--- src/rtl/pit_ctrl.sv ---
// Register interface for a three-counter programmable interval timer:
// decodes control words, assembles initial counts, and serves latched/live count reads.
module pit_ctrl (
  input  logic        clk,
  input  logic        rst_n,
  input  logic        cs,
  input  logic        wr,
  input  logic        rd,
  input  logic [1:0]  a,
  input  logic [7:0]  din,
  output logic [7:0]  dout,
  input  logic [47:0] cnt_value,
  output logic [47:0] cnt_init,
  output logic [8:0]  cnt_mode,
  output logic [2:0]  cnt_bcd,
  output logic [2:0]  cnt_load
);

  logic [2:0][1:0]  rw_q, rw_d;
  logic [2:0][2:0]  mode_q, mode_d;
  logic [2:0][15:0] latch_q, latch_d;
  logic [2:0][15:0] init_q, init_d;
  logic [2:0][7:0]  stage_q, stage_d;
  logic [2:0]       bcd_q, bcd_d;
  logic [2:0]       wtog_q, wtog_d;
  logic [2:0]       rtog_q, rtog_d;
  logic [2:0]       latched_q, latched_d;
  logic [2:0]       load_q, load_d;
  logic [7:0]       dout_q, dout_d;

  logic        wr_en, rd_en;
  logic [2:0]  mode_wr;
  logic [15:0] src;

  // A simultaneous wr/rd is treated as a write only.
  assign wr_en   = cs & wr;
  assign rd_en   = cs & rd & ~wr;
  // Modes 6 and 7 alias onto 2 and 3.
  assign mode_wr = (din[3:2] == 2'b11) ? {1'b0, din[2:1]} : din[3:1];

  always_comb begin
    // NOTE: every next-state signal starts from its held value so no path leaves it unassigned (no latches).
    rw_d      = rw_q;
    mode_d    = mode_q;
    latch_d   = latch_q;
    init_d    = init_q;
    stage_d   = stage_q;
    bcd_d     = bcd_q;
    wtog_d    = wtog_q;
    rtog_d    = rtog_q;
    latched_d = latched_q;
    load_d    = '0;
    dout_d    = dout_q;
    src       = '0;

    for (int i = 0; i < 3; i++) begin
      src = latched_q[i] ? latch_q[i] : cnt_value[16*i +: 16];

      if (wr_en && a == 2'd3 && din[7:6] == 2'(i)) begin
        if (din[5:4] == 2'b00) begin
          if (!latched_q[i]) begin
            latch_d[i]   = cnt_value[16*i +: 16];
            latched_d[i] = 1'b1;
          end
        end else begin
          rw_d[i]      = din[5:4];
          mode_d[i]    = mode_wr;
          bcd_d[i]     = din[0];
          wtog_d[i]    = 1'b0;
          rtog_d[i]    = 1'b0;
          latched_d[i] = 1'b0;
          stage_d[i]   = 8'h00;
        end
      end

      if (wr_en && a == 2'(i)) begin
        unique case (rw_q[i])
          2'b01: begin
            init_d[i] = {8'h00, din};
            load_d[i] = 1'b1;
          end
          2'b10: begin
            init_d[i] = {din, 8'h00};
            load_d[i] = 1'b1;
          end
          2'b11: begin
            if (!wtog_q[i]) begin
              stage_d[i] = din;
              wtog_d[i]  = 1'b1;
            end else begin
              init_d[i] = {din, stage_q[i]};
              load_d[i] = 1'b1;
              wtog_d[i] = 1'b0;
            end
          end
          default: ;
        endcase
      end

      if (rd_en && a == 2'(i)) begin
        unique case (rw_q[i])
          2'b01: begin
            dout_d       = src[7:0];
            latched_d[i] = 1'b0;
          end
          2'b10: begin
            dout_d       = src[15:8];
            latched_d[i] = 1'b0;
          end
          2'b11: begin
            if (!rtog_q[i]) begin
              dout_d    = src[7:0];
              rtog_d[i] = 1'b1;
            end else begin
              dout_d       = src[15:8];
              rtog_d[i]    = 1'b0;
              latched_d[i] = 1'b0;
            end
          end
          default: dout_d = 8'h00;
        endcase
      end
    end

    if (rd_en && a == 2'd3) dout_d = 8'h00;
  end

  always_ff @(posedge clk or negedge rst_n) begin
    if (!rst_n) begin
      // NOTE: the per-counter register arrays are tiny flop banks, not RAMs, so they are reset like any other state.
      rw_q      <= '0;
      mode_q    <= '0;
      latch_q   <= '0;
      init_q    <= '0;
      stage_q   <= '0;
      bcd_q     <= '0;
      wtog_q    <= '0;
      rtog_q    <= '0;
      latched_q <= '0;
      load_q    <= '0;
      dout_q    <= '0;
    end else begin
      // NOTE: non-blocking assignments so every register samples the pre-edge next-state values.
      rw_q      <= rw_d;
      mode_q    <= mode_d;
      latch_q   <= latch_d;
      init_q    <= init_d;
      stage_q   <= stage_d;
      bcd_q     <= bcd_d;
      wtog_q    <= wtog_d;
      rtog_q    <= rtog_d;
      latched_q <= latched_d;
      load_q    <= load_d;
      dout_q    <= dout_d;
    end
  end

  assign dout     = dout_q;
  assign cnt_init = init_q;
  assign cnt_mode = mode_q;
  assign cnt_bcd  = bcd_q;
  assign cnt_load = load_q;

endmodule
--- config.mk ---
export PLATFORM = sky130hd
export DESIGN_NAME = pit_ctrl
export DESIGN_NICKNAME = d
export VERILOG_FILES = /design/src/rtl/pit_ctrl.sv
export SDC_FILE = /design/constraint.sdc
export NUM_CORES = 1
export LEC_CHECK = 0
export ABC_AREA = 1
export ABC_CLOCK_PERIOD_IN_PS = 4700
export BUFFER_PORTS_ARGS = -buffer_cell sky130_fd_sc_hd__clkbuf_2
export CAP_MARGIN = 0
export CELL_PAD_IN_SITES_DETAIL_PLACEMENT = 0
export CELL_PAD_IN_SITES_GLOBAL_PLACEMENT = 1
export CORE_ASPECT_RATIO = 0.9
export CORE_MARGIN = 2
export CORE_UTILIZATION = 45
export CTS_CLUSTER_DIAMETER = 60
export CTS_CLUSTER_SIZE = 8
export DETAILED_ROUTE_END_ITERATION = 8
export PLACE_DENSITY_LB_ADDON = 0.1
export RECOVER_POWER = 50
export SETUP_SLACK_MARGIN = 0.4
export SLEW_MARGIN = 20
export SYNTH_ARGS = -nofsm -noshare
export SYNTH_HDL_FRONTEND = slang
export SYNTH_SLANG_ARGS = --single-unit
--- constraint.sdc ---
create_clock -name clk -period 4.7 [get_ports clk]
set_clock_uncertainty 0.1 [all_clocks]
set_input_delay 0.705 -clock clk [delete_from_list [all_inputs] [get_ports clk]]
set_output_delay 0.705 -clock clk [all_outputs]
set_load 0.005 [all_outputs]
== After elaboration in Yosys (flattened, before gate mapping) ==
Cells that the tools add are included.

* Output and inout port bits: 71
* Flip-flop bits (word level): 158
* Word-level logic and storage cells: 163
* Memories: 0
* Latch bits: 0
* Input bits: 63
* Memory bits (read-only): 0
* Bits in writable memories: 0

* Reductions and logical operators: 30
* Multipliers: 0
* Shifts and indexed selects: 0
* Equal/unequal tests: 18
* Multiplexer cells: 87
* Bitwise logic cells: 5
* Add/subtract/negate cells: 0
* Magnitude comparators: 0
* Divide/modulo/power cells: 0

{| class="wikitable"
|+ Operators with widths
! operator !! number
|-
| two-way mux 8 bit || 22
|-
| one-hot mux 16 bit (3 select lines) || 3
|-
| two-way mux 16 bit || 6
|-
| one-hot mux 8 bit (3 select lines) || 3
|-
| two-way mux 1 bit || 46
|-
| == test 2 bit, second input constant || 10
|-
| one-hot mux 1 bit (2 select lines) || 6
|-
| AND reduction 2 bit || 6
|-
| logical AND 1 bit || 11
|-
| == test 2 x 1 -> 1 bit, second input constant || 5
|-
| AND reduction 3 bit || 3
|-
| nonzero test 3 bit || 3
|-
| logical NOT 2 bit || 3
|-
| inequality test 2 bit, second input constant || 3
|-
| OR reduction 2 bit || 3
|-
| nonzero test 4 bit || 1
|-
| AND 1 bit || 3
|-
| two-way mux 3 bit || 1
|-
| NOT 1 bit || 2
|}

== Longest topological paths before layout ==
Gate-level depths: netlist of run 1.

* Depth after elaboration: 7
* Gate-level depth with buffers: 13
* Gate-level depth less buffers: 12

== Worst setup path after synthesis of run 1 ==
Ideal clock, no wire load.

* Path type: input to register
* Start point: in din[5]
* End point: reg latch_q[41] in the netlist's numbering
* Data required time: 4475 ps
* Path slack: 2675 ps
* Library setup time: 125 ps
* Buffers on the path: 2
* Cell stages on the path: 6
* Arrival time: 1800 ps
* Cells stage by stage: buf_2 -> nor2_8 -> inv_2 -> nor2_8 -> buf_12 -> mux2_4

* Word-level cells in the longest chain between the ends: 2

{| class="wikitable"
|+ Ends and longest elaborated chain
! item !! RTL line !! source
|-
| from (decl) || 10 || <nowiki>input logic [7:0] din,</nowiki>
|-
| logical NOT 2 bit || 60 || <nowiki>if (din[5:4] == 2'b00) begin</nowiki>
|-
| AND reduction 2 bit (no line) || n/a ||
|-
| to (signal assigned) || 146 || <nowiki>latch_q <= latch_d;</nowiki>
|-
| to (decl) || 21 || <nowiki>logic [2:0][15:0] latch_q, latch_d;</nowiki>
|}

No other way between the ends.
A chain may end at the register's enable or synchronous reset.

==> results of run 1 <==
==> layout by cell type, fill, tap and decap left out, types with 2 or more instances in the layout <==
cell type,synthesis,layout
a21oi_1,12,12
a221oi_1,3,3
a31oi_1,24,24
buf_4,3,2
bufinv_16,0,3
clkbuf_1,12,11
clkbuf_16,0,17
clkbuf_2,1,124
clkinv_1,7,7
clkinvlp_4,0,3
dfrtp_1,158,158
ha_1,12,12
inv_1,73,76
inv_2,8,5
inv_6,0,5
mux2_2,8,8
mux2_4,6,6
nand2_1,313,313
nand2_2,4,4
nand3_1,82,82
nand3_2,2,2
nor2_1,40,44
nor2_4,6,5
nor2_8,4,2
nor3_1,4,4
o21ai_0,74,81
o21ai_1,37,30
o21ai_2,17,17
o22ai_1,3,3
or2_1,3,3
==> kinds of logic after synthesis <==
kind of cell,Yosys count,synth area share (%)
flip-flops,158,50.0
AND/OR/NAND/NOR,466,25.9
buffers and inverters,133,7.52
adder cells (fa/ha/maj),12,1.90
AO/OA/AOI/OAI,172,12.3
multiplexers,14,2.28
==> layout make-up <==
type | count | area, um^2 | share of cell area (%)
multi-input cells | 664 | 3310 | 36.1
repair buffers | 136 | 673 | 7.34
clock inverters | 14 | 181 | 1.98
clock buffers | 18 | 429 | 4.68
well taps | 235 | 294 | 3.21
inverters | 88 | 330 | 3.60
flip-flops and latches | 158 | 3950 | 43.1
==> flip-flops by register name, summed over array words and instances, names as in the netlist <==
register	flops
cnt_bcd	3
cnt_init	48
cnt_load	3
cnt_mode	9
dout	8
latch_q	48
latched_q	3
rtog_q	3
rw_q	6
stage_q	24
wtog_q	3
==> path summary, 6_finish.rpt <==
path / startpoint / endpoint / slack (ns) / depth (start not counted)
setup / recovery: rst_n / latch_q[42] / 1.63 / 2
max in group clk: rw_q[3] / cnt_init[30] / 2.01 / 6
hold reg to reg: latch_q[6] / latch_q[6] / 0.37 / 2
setup reg to reg: rw_q[3] / cnt_init[30] / 2.01 / 6
min in group asynchronous: rst_n / latch_q[27] / 0.95 / 1
hold / removal: latch_q[6] / latch_q[6] / 0.37 / 2
==> worst min-delay path: stages (launching register included) <==
cell	delay, ns
dfrtp_1	0.34
nand2_1	0.05
nand2_1	0.04
==> power by group <==
part	internal [mW]	total, mW	switching [mW]
registers	1.74	2.01	0.265
logic	0.534	1.36	0.829
clock network	0.848	1.45	0.603
total	3.12	4.82	1.70
==> layer usage <==
metal | up-vias | routed length (um) | GRT usage (%)
li1 | 3310 | - | -
met2 | 169 | 8250 | 30.8
met4 | 0 | 83 | 4.90
met5 | - | 0 | 0
met3 | 9 | 1110 | 4.51
met1 | 3036 | 10500 | 36.4
==> metrics by stage <==
step	hold slack, ns	utilization [%]	worst slack [ns]	area, um^2	power, mW
after floorplan	0.309	-	2.67	7900	2.85
after global placement	0.359	50.7	1.95	8620	3.41
after detailed placement	0.361	50.7	1.97	8620	3.41
after CTS	0.335	54.3	2.02	9240	4.88
after global routing	0.397	53.9	1.06	9170	5.17
final	0.373	53.9	1.63	9170	4.82
==> metrics.yaml, run 1 <==
place:
  finalWeightedCongestion: 0.793
  dp_hpwl_um: 14000
  port_buffers: 133
  place_inst: 1281
detailed_routing:
  drc: 0
  ant_nets: 0
  firstDrtPassIters: 4
  wl_um: 20000
  num_vias: 6524
  routed_via_density: 4.97
  wl_per_cell_um: 15.2
  drtIter0Drc: 389
sta:
  relSlewSlack_pct: -70.5
  grt_setup_unrepaired: "no"
  fin_setup_tns_ns: 0
  period_share_pct: 65.3
  period_needed_ns: 3.07
  slew_viol_final: 101
  setup_viol: 0
  final_hold_viol_count: 0
  tightest_slew_ns: 2.56
  clock.fmax_mhz: 326
cts:
  cts_setup_buffers: 0
  cts-root-buf: "clkbuf_16"
  numCtsBuffers: 17
  path_clk_slew_ns: 0.06
  clock-sinks: 158
  hold_buffers: 0
  clock_latency_ns: 0.43
  htreeDepth: 4
  cts_tree: "done"
  ctsLongestPathBuffers: 2
  postCtsResizedCells: 0
global_routing:
  grt_pass1_vias: 6025
  grt_usage_pct: 22.5
  antenna_found_initial: 0
  grt_pass1_wl_um: 32400
  grt_remaining_overflow: 0
  grt_max_degree: 101
synthesis:
  synth_cell_types: 38
  ys_top_cells_by_count: "nand2_1, dfrtp_1, nand3_1"
  yosysTopAreaCell: "dfrtp_1"
  post-synth-top-count-cell: "nand2_1"
  yosysTopAreaCellShare_pct: 50.0
  syn-mean-instance-area_um2: 8.27
  ys_dominant_reg_cell: "dfrtp_1"
  synth_area_um2: 7900
  synthTopCellsByArea: "dfrtp_1, nand2_1, nand3_1, o21ai_0, inv_1"
  ys_warn_count: 0
  ys_ff_latch: 158
  synth_seq_area_share_pct: 50.0
  syn_inst: 955
  synth-edff-count: 0
  syn_nets: 1030
  async_flop_share_pct: 100
worst_setup_path:
  cpMostUsedCell: "clkbuf_2"
  max_stage_delay_ns: 1.74
  cp_max_fo: 100
  crit_path_top_delay_cell: "clkbuf_2"
  path_cells: "clkbuf_2 > clkbuf_2"
  crit_type: "input port to async pin"
  cp_top_family: "buffers and inverters"
  path_buf_inv: 2
  cp-start-kind: "input port"
  crit_arrival_ns: 3.43
  critPathCaptureType: "async pin"
  crit_required_ns: 5.07
floorplan:
  dieArea_um2: 18600
  top_level_ports: 134
  die_w_um: 144
  rows: 45
  start_util_pct: 46.5
  coreArea_um2: 17000
  fp.dieH_um: 130
hold_path:
  holdCritPathClass: "flip-flop to flip-flop"
cells_and_area:
  fin_nets: 1140
  diodes: 0
  fin_cells: 1313
  syn_to_final_growth_pct: 16.1
  drive_gt1_share_pct: 19.7
  fill_cells: 1692
pwr:
  p_per_area_nw_per_um2: 526
  irDropWorstVdd_v: 0.000280
  leakagePower_nw: 4.72
status:
  violations: "capacitance limit, slew limit"
  run_status: "finished with violations"
flow_run:
  cap_viol_max_count: 1
Power figures use the tool's default switching activity.
==> inputs of run 2 (changes only) <==
--- a/config.mk
+++ b/config.mk
@@ -6,14 +6,14 @@
 export NUM_CORES = 1
 export LEC_CHECK = 0
 export ABC_AREA = 1
-export ABC_CLOCK_PERIOD_IN_PS = 4700
+export ABC_CLOCK_PERIOD_IN_PS = 2700
 export BUFFER_PORTS_ARGS = -buffer_cell sky130_fd_sc_hd__clkbuf_2
 export CAP_MARGIN = 0
 export CELL_PAD_IN_SITES_DETAIL_PLACEMENT = 0
 export CELL_PAD_IN_SITES_GLOBAL_PLACEMENT = 1
 export CORE_ASPECT_RATIO = 0.9
 export CORE_MARGIN = 2
-export CORE_UTILIZATION = 45
+export CORE_UTILIZATION = 38
 export CTS_CLUSTER_DIAMETER = 60
 export CTS_CLUSTER_SIZE = 8
 export DETAILED_ROUTE_END_ITERATION = 8
==> constraint.sdc (replaced) <==
create_clock -name clk -period 2.7 [get_ports clk]
set_clock_uncertainty 0.1 [all_clocks]
set_input_delay 0.405 -clock clk [delete_from_list [all_inputs] [get_ports clk]]
set_output_delay 0.405 -clock clk [all_outputs]
set_load 0.005 [all_outputs]
==> run 2 against run 1 <==
  * Global-route usage down 1.9 points
  * Sequential power up 73%
  * Wire length up 9.9%
  * Via count grew 0.58%
  * Clock power is 68% higher
  * Cell count is 3.1% higher
  * Clock-buffer cell count unchanged
  * Register-to-register slack worse by 1.4 ns
  * Worst hold slack worse by 0.14 ns
  * The flow still finishes with violations (capacitance limit, slew limit)
  * Sequential cell count is the same
  * Sequential share of layout area fell by 0.84 points
  * First-iteration DRC count fell by 0.51%
==> metrics.yaml, run 2 (same netlist as run 1, synthesis figures left out) <==
flow_run:
  cap_viol_max_count: 1  # unchanged
sta:
  grt_setup_unrepaired: "no"
  fin_setup_tns_ns: 0  # unchanged
  relSlewSlack_pct: -4.34  # +66 points
  tightest_slew_ns: 1.57  # -0.993 ns
  clock.fmax_mhz: 457
  slew_viol_final: 57  # -44%
  period_share_pct: 81.0
  period_needed_ns: 2.19
  setup_viol: 0  # unchanged
  final_hold_viol_count: 0  # unchanged
worst_setup_path:
  crit_path_top_delay_cell: "nor2_1"
  path_buf_inv: 3  # +1
  reg2reg_slack_ns: 0.57  # -1.44 ns
  cp_max_fo: 15  # -85%
  critPathCaptureType: "flip-flop"
  cp_top_family: "buffers and inverters"
  cp-start-kind: "input port"
  crit_type: "input port to flip-flop"
  crit_arrival_ns: 2.38  # -1.05 ns
  max_stage_delay_ns: 0.46  # -1.28 ns
  path_cells: "clkbuf_1 > inv_1 > nand3_1 > nor2_1 > inv_1 > nand3_1 > o21ai_2"
  ff2ff_path_depth: 5  # -1
  crit_required_ns: 2.89  # -2.18 ns
  rr_startpoint: "rw_q[5]"
  rr_endpoint: "stage_q[17]"
detailed_routing:
  wl_per_cell_um: 16.2  # +6.6%
  ant_nets: 0  # unchanged
  drc: 0  # unchanged
  drtIter0Drc: 387  # -0.51%
  wl_um: 21900  # +9.9%
  firstDrtPassIters: 5  # +1
  routed_via_density: 4.85  # -2.5%
  num_vias: 6562  # +0.58%
hold_path:
  holdCritPathClass: "input port to flip-flop"
  hold_path_startpoint: "cnt_value[30]"
  whs_path_depth: 5  # +3
  whs_endpoint: "latch_q[30]"
cts:
  cts_setup_buffers: 0  # unchanged
  htreeDepth: 4  # unchanged
  cts_tree: "done"
  clock_latency_ns: 0.42  # about the same
  ctsLongestPathBuffers: 2  # unchanged
  clock-sinks: 158  # unchanged
  cts-root-buf: "clkbuf_16"
  path_clk_slew_ns: 0.07  # about the same
  numCtsBuffers: 17  # unchanged
floorplan:
  top_level_ports: 134  # unchanged
  die_w_um: 156  # +8.6%
  rows: 50  # +11%
  dieArea_um2: 22000  # +18%
  start_util_pct: 38.4  # -8.1 points
  coreArea_um2: 20600  # +21%
  fp.dieH_um: 141  # +8.5%
pwr:
  irDropWorstVdd_v: 0.000446  # +59%
  leakagePower_nw: 4.75  # +0.75%
  p_per_area_nw_per_um2: 900  # +71%
place:
  dp_hpwl_um: 15300  # +9.1%
  finalWeightedCongestion: 0.782  # -1.4%
  place_inst: 1319  # +3.0%
  port_buffers: 133  # unchanged
global_routing:
  grt.busiest_layer: "met1"
  use_met1_pct: 32.4  # -4.0 points
  grt_max_degree: 58  # -43%
  use_met2_pct: 29.6  # -1.2 points
  grt_remaining_overflow: 0  # unchanged
  gr-usage-met3_pct: 4.15  # -0.36 points
  grt_pass1_vias: 6257  # +3.9%
  grt_pass1_wl_um: 35100  # +8.4%
  antenna_found_initial: 0  # unchanged
  grt_usage_pct: 20.6  # -1.9 points
cells_and_area:
  syn_to_final_growth_pct: 18.4
  final_common_cell: "nand2_1"
  fin_cells: 1354  # +3.1%
  fin_nets: 1156  # +1.4%
  drive_gt1_share_pct: 20.0  # +0.35 points
  diodes: 0  # unchanged
  final_cell_mix: "nand2_1, dfrtp_1, clkbuf_2"
status:
  run_status: "finished with violations"
  violations: "capacitance limit, slew limit"
run 2: worst max path at each step:
stage / from / end / slack (ns) / cells past startpoint
final: din[7] / stage_q[13] / 0.51 / 7
after CTS: rw_q[5] / cnt_init[37] / 0.41 / 6
after global routing: rst_n / cnt_init[26] / 0.25 / 3
after floorplan: rw_q[5] / cnt_init[36] / 0.83 / 9
after detailed placement: rw_q[3] / cnt_init[29] / 0.34 / 5
after global placement: rw_q[3] / cnt_init[30] / 0.40 / 6
run 2: worst min-delay path, delay by kind of cell:
kind          cells  cell delay (ns)
simple gates      4             0.24
buf+inv           1             0.07
run 2: per-stage QoR:
step           area (um^2)  setup slack [ns]  power [mW]  util, %  hold slack, ns
6_report              9350             0.512        8.42     45.4           0.236
5_1_grt               9350             0.245        9.06     45.4           0.223
4_1_cts               9370             0.410        8.51     45.5           0.216
3_5_place_dp          8770             0.339        6.05     42.6           0.331
3_3_place_gp          8770             0.403        6.02     42.6           0.330
2_1_floorplan         7900             0.827        4.96        -         0.00941
run 2: routing by layer:
layer,wire [um],part of all wire (%)
met3,1020,4.6
met4,99,0.45
met1,11500,52
met2,9310,42
met5,0,0
run 2: timing repair:
item                                   CTS  global route
endpoints found under the hold margin   53             0
pin swaps                                1             1
setup endpoints to repair               16            67
gates resized for setup                  0             9
hold buffers                             1             0
cloned                                   1             1
run 2: area by class of cell:
class / count / area [um^2]
Tap cell: 260 / 325
Clock buffer: 18 / 429
Sequential cell: 158 / 3950
Clock inverter: 14 / 159
Timing Repair Buffer: 150 / 774
Inverter: 88 / 330
Multi-Input combinational cell: 666 / 3380
Fill cell: 2078 / 11200
run 2: where the power goes:
group	leakage [nW]	internal (mW)	switching, mW
registers	1.91	3.03	0.440
clock network	0.276	1.38	1.04
logic	2.57	0.979	1.54
total	4.75	5.39	3.02
==> inputs of run 3 (changes only) <==
--- a/config.mk
+++ b/config.mk
@@ -5,15 +5,15 @@
 export SDC_FILE = /design/constraint.sdc
 export NUM_CORES = 1
 export LEC_CHECK = 0
-export ABC_AREA = 1
-export ABC_CLOCK_PERIOD_IN_PS = 2700
+export ABC_AREA = 0
+export ABC_CLOCK_PERIOD_IN_PS = 2150
 export BUFFER_PORTS_ARGS = -buffer_cell sky130_fd_sc_hd__clkbuf_2
 export CAP_MARGIN = 0
 export CELL_PAD_IN_SITES_DETAIL_PLACEMENT = 0
 export CELL_PAD_IN_SITES_GLOBAL_PLACEMENT = 1
 export CORE_ASPECT_RATIO = 0.9
 export CORE_MARGIN = 2
-export CORE_UTILIZATION = 38
+export CORE_UTILIZATION = 43
 export CTS_CLUSTER_DIAMETER = 60
 export CTS_CLUSTER_SIZE = 8
 export DETAILED_ROUTE_END_ITERATION = 8
==> constraint.sdc (replaced) <==
create_clock -name clk -period 2.15 [get_ports clk]
set_clock_uncertainty 0.1 [all_clocks]
set_input_delay 0.3225 -clock clk [delete_from_list [all_inputs] [get_ports clk]]
set_output_delay 0.3225 -clock clk [all_outputs]
set_load 0.005 [all_outputs]
==> run 3 against run 2 <==
  * The run now ends clean
  * Global-route usage up 2.3 points
  * Sequential share of layout area down 3.3 points
  * Clock power increased by 25%
  * Critical path type is now flip-flop to flip-flop
  * Critical endpoint is now cnt_init[20]
  * Largest cell class unchanged
==> metrics.yaml, run 3 <==
synthesis:
  async_flop_share_pct: 100  # unchanged
  synth-edff-count: 0  # unchanged
  yosysTopAreaCell: "dfrtp_1"
  syn_inst: 788  # -17%
  synth_cell_types: 41  # +7.9%
  yosysTopAreaCellShare_pct: 51.4  # +1.3 points
  ys_dominant_reg_cell: "dfrtp_1"
  syn-mean-instance-area_um2: 9.76  # +18%
  synthTopCellsByArea: "dfrtp_1, nand2_1, mux2_2, a21oi_1, nand3_1"
  ys_ff_latch: 158  # unchanged
  syn_nets: 863  # -16%
  ys_top_cells_by_count: "nand2_1, dfrtp_1, mux2_2"
  synth_seq_area_share_pct: 51.4  # +1.3 points
  ys_warn_count: 0  # unchanged
  post-synth-top-count-cell: "nand2_1"
  synth_area_um2: 7690  # -2.6%
detailed_routing:
  ant_nets: 0  # unchanged
  firstDrtPassIters: 5  # unchanged
  routed_via_density: 5.32  # +9.8%
  wl_um: 22000  # +0.15%
  drc: 0  # unchanged
  drtIter0Drc: 317  # -18%
  num_vias: 6468  # -1.4%
  wl_per_cell_um: 18.1  # +12%
floorplan:
  rows: 46  # -8.0%
  dieArea_um2: 19000  # -14%
  start_util_pct: 43.8  # +5.4 points
  fp.dieH_um: 131  # -7.0%
  top_level_ports: 134  # unchanged
  die_w_um: 145  # -7.0%
  coreArea_um2: 17600  # -15%
place:
  finalWeightedCongestion: 0.800  # +2.4%
  port_buffers: 133  # unchanged
  dp_hpwl_um: 15000  # -1.9%
  post_dp_cell_area_um2: 8880  # +1.3%
global_routing:
  grt_remaining_overflow: 0  # unchanged
  antenna_found_initial: 0  # unchanged
  grt_pass1_vias: 6386  # +2.1%
  grt_pass1_wl_um: 34200  # -2.7%
  grt_max_degree: 54  # -6.9%
  grt_usage_pct: 22.9  # +2.3 points
cts:
  path_clk_slew_ns: 0.07  # about the same
  cts_tree: "done"
  cts-root-buf: "clkbuf_16"
  htreeDepth: 4  # unchanged
  clock_latency_ns: 0.43  # about the same
  clock-sinks: 158  # unchanged
  numCtsBuffers: 17  # unchanged
  ctsLongestPathBuffers: 2  # unchanged
cells_and_area:
  fill_cells: 1577  # -24%
  final_common_cell: "nand2_1"
  fin_nets: 1039  # -10%
  fin_area_um2: 10200  # +8.6%
  diodes: 0  # unchanged
  multi_input_comb_area_um2: 3890  # +15%
  syn_to_final_growth_pct: 32.0
  drive_gt1_share_pct: 38.9  # +19 points
  regArea_um2: 3960  # +0.16%
  final_cell_mix: "nand2_1, dfrtp_1, clkbuf_2"
hold_path:
  hold_path_startpoint: "cnt_value[25]"
  whs_path_depth: 2  # -3
  holdCritPathClass: "input port to flip-flop"
  whs_endpoint: "latch_q[25]"
worst_setup_path:
  rr_startpoint: "rw_q[3]"
  crit_arrival_ns: 2.05  # -0.33 ns
  cp-start-kind: "flip-flop"
  reg2reg_slack_ns: 0.31  # -0.26 ns
  cp_max_fo: 6  # -9
  critPathCaptureType: "flip-flop"
  crit_required_ns: 2.36  # -0.53 ns
  ff2ff_path_depth: 8  # +3
  rr_endpoint: "cnt_init[20]"
  crit_type: "flip-flop to flip-flop"
pwr:
  irDropWorstVdd_v: 0.000551  # +24%
  p_switching_mw: 2.79  # -7.9%
  p_seq_share_pct: 41.7  # +0.5 points
  p_per_area_nw_per_um2: 884  # -1.8%
  power_frac_comb_pct: 24.4  # -5.5 points
  leakagePower_nw: 4.93  # +3.7%
  pwr-share-clk_pct: 33.9  # +5.1 points
  p_int_mw: 6.19  # +15%
  switching_share_pct: 31.0  # -4.9 points
sta:
  tightest_slew_ns: 0.717  # -0.848 ns
  setup_viol: 0  # unchanged
  period_share_pct: 85.7
  clock.fmax_mhz: 542
  grt_setup_unrepaired: "yes"
  final_hold_viol_count: 0  # unchanged
  relSlewSlack_pct: 52.2  # +57 points
  slew_viol_final: 0  # -100%
  fin_hold_ws_ns: 0.0262  # -0.210 ns
  period_needed_ns: 1.84
  fin_setup_tns_ns: 0  # unchanged
status:
  run_status: "finished clean"
flow_run:
  cap_viol_max_count: 0  # -1
-- run 3: cell count changes in the layout (fill, tap and decap cells not counted), sizes merged, moves of 10 or more --
cell | previous run | this run
nand3 | 85 | 56
buf | 17 | 66
inv | 87 | 11
mux2i | 0 | 20
nor2 | 53 | 13
a21oi | 12 | 56
mux2 | 14 | 71
nor2b | 0 | 10
nor3b | 0 | 26
a31oi | 24 | 2
o21ai | 128 | 50
nand2 | 318 | 187
-- run 3: cells by family (layout without fill, tap and decap cells) --
group           after synthesis  after routing  synth area share, %
mux                          91             91                 13.0
fa+ha+maj                    12             12                 1.95
simple gates                329            331                 20.3
compound gates              140            140                 10.2
flops                       158            158                 51.4
buf+inv                      58            244                 3.20
-- run 3: per-layer routing --
layer / wire (um) / vias to the layer above / share of wire (%) / track usage (%)
met3: 1060 / 17 / 4.8 / 5.69
li1: - / 3090 / - / -
met2: 10400 / 166 / 47 / 36.3
met5: 0 / - / 0 / 0
met1: 10300 / 3195 / 47 / 32.0
met4: 205 / 0 / 0.93 / 5.30
-- run 3: worst max path at each step --
stage | depth (start not counted) | end | from | slack [ns]
2_1_floorplan | 6 | latch_q[10] | a[0] | 0.37
3_3_place_gp | 7 | dout[7] | cs | 0.02
3_5_place_dp | 7 | dout[2] | cs | 0.01
4_1_cts | 8 | cnt_init[20] | rw_q[3] | 0.33
5_1_grt | 8 | rtog_q[1] | wr | 0.18
6_report | 8 | cnt_init[20] | rw_q[3] | 0.31
-- run 3: layout make-up --
type | count | area share, %
Clock inverter | 14 | 1.60
Tap cell | 240 | 2.96
Sequential cell | 158 | 39.0
Clock buffer | 17 | 4.19
Inverter | 7 | 0.259
Timing Repair Buffer | 206 | 13.7
Multi-Input combinational cell | 574 | 38.3
-- run 3: stage by stage --
stage               cells  setup WS [ns]  util, %  total power [mW]
floorplan             788          0.374        -              4.83
global placement     1158         0.0225     50.6              5.60
detailed placement   1158         0.0100     50.6              5.65
CTS                  1204          0.332     55.6              8.81
global route         1216          0.183     57.9              9.45
finish               1216          0.307     57.9              8.98
-- run 3: power by group through the flow --
stage                     clock network [mW]  logic, mW  registers [mW]
after floorplan                            0       1.12            3.71
after global placement                     0       1.86            3.74
after detailed placement                   0       1.90            3.76
after CTS                               3.09       2.01            3.71
after global routing                    3.21       2.44            3.80
final                                   3.04       2.19            3.75
-- run 3: critical path: stages (launching register included) --
cell	delay [ns]
dfrtp_2	0.44
ha_4	0.17
buf_6	0.11
nor2b_4	0.11
or3_4	0.41
buf_12	0.16
buf_16	0.13
nand2_4	0.05
o21ai_1	0.05
-- run 3: repair_timing --
action,4_1_cts,5_1_grt
pin swaps,10,24
buffers inserted,12,6
hold buffers,1,0
hold endpoints to repair,45,0
resized for setup,39,96
endpoints found under the setup margin,73,68
cloned,2,6
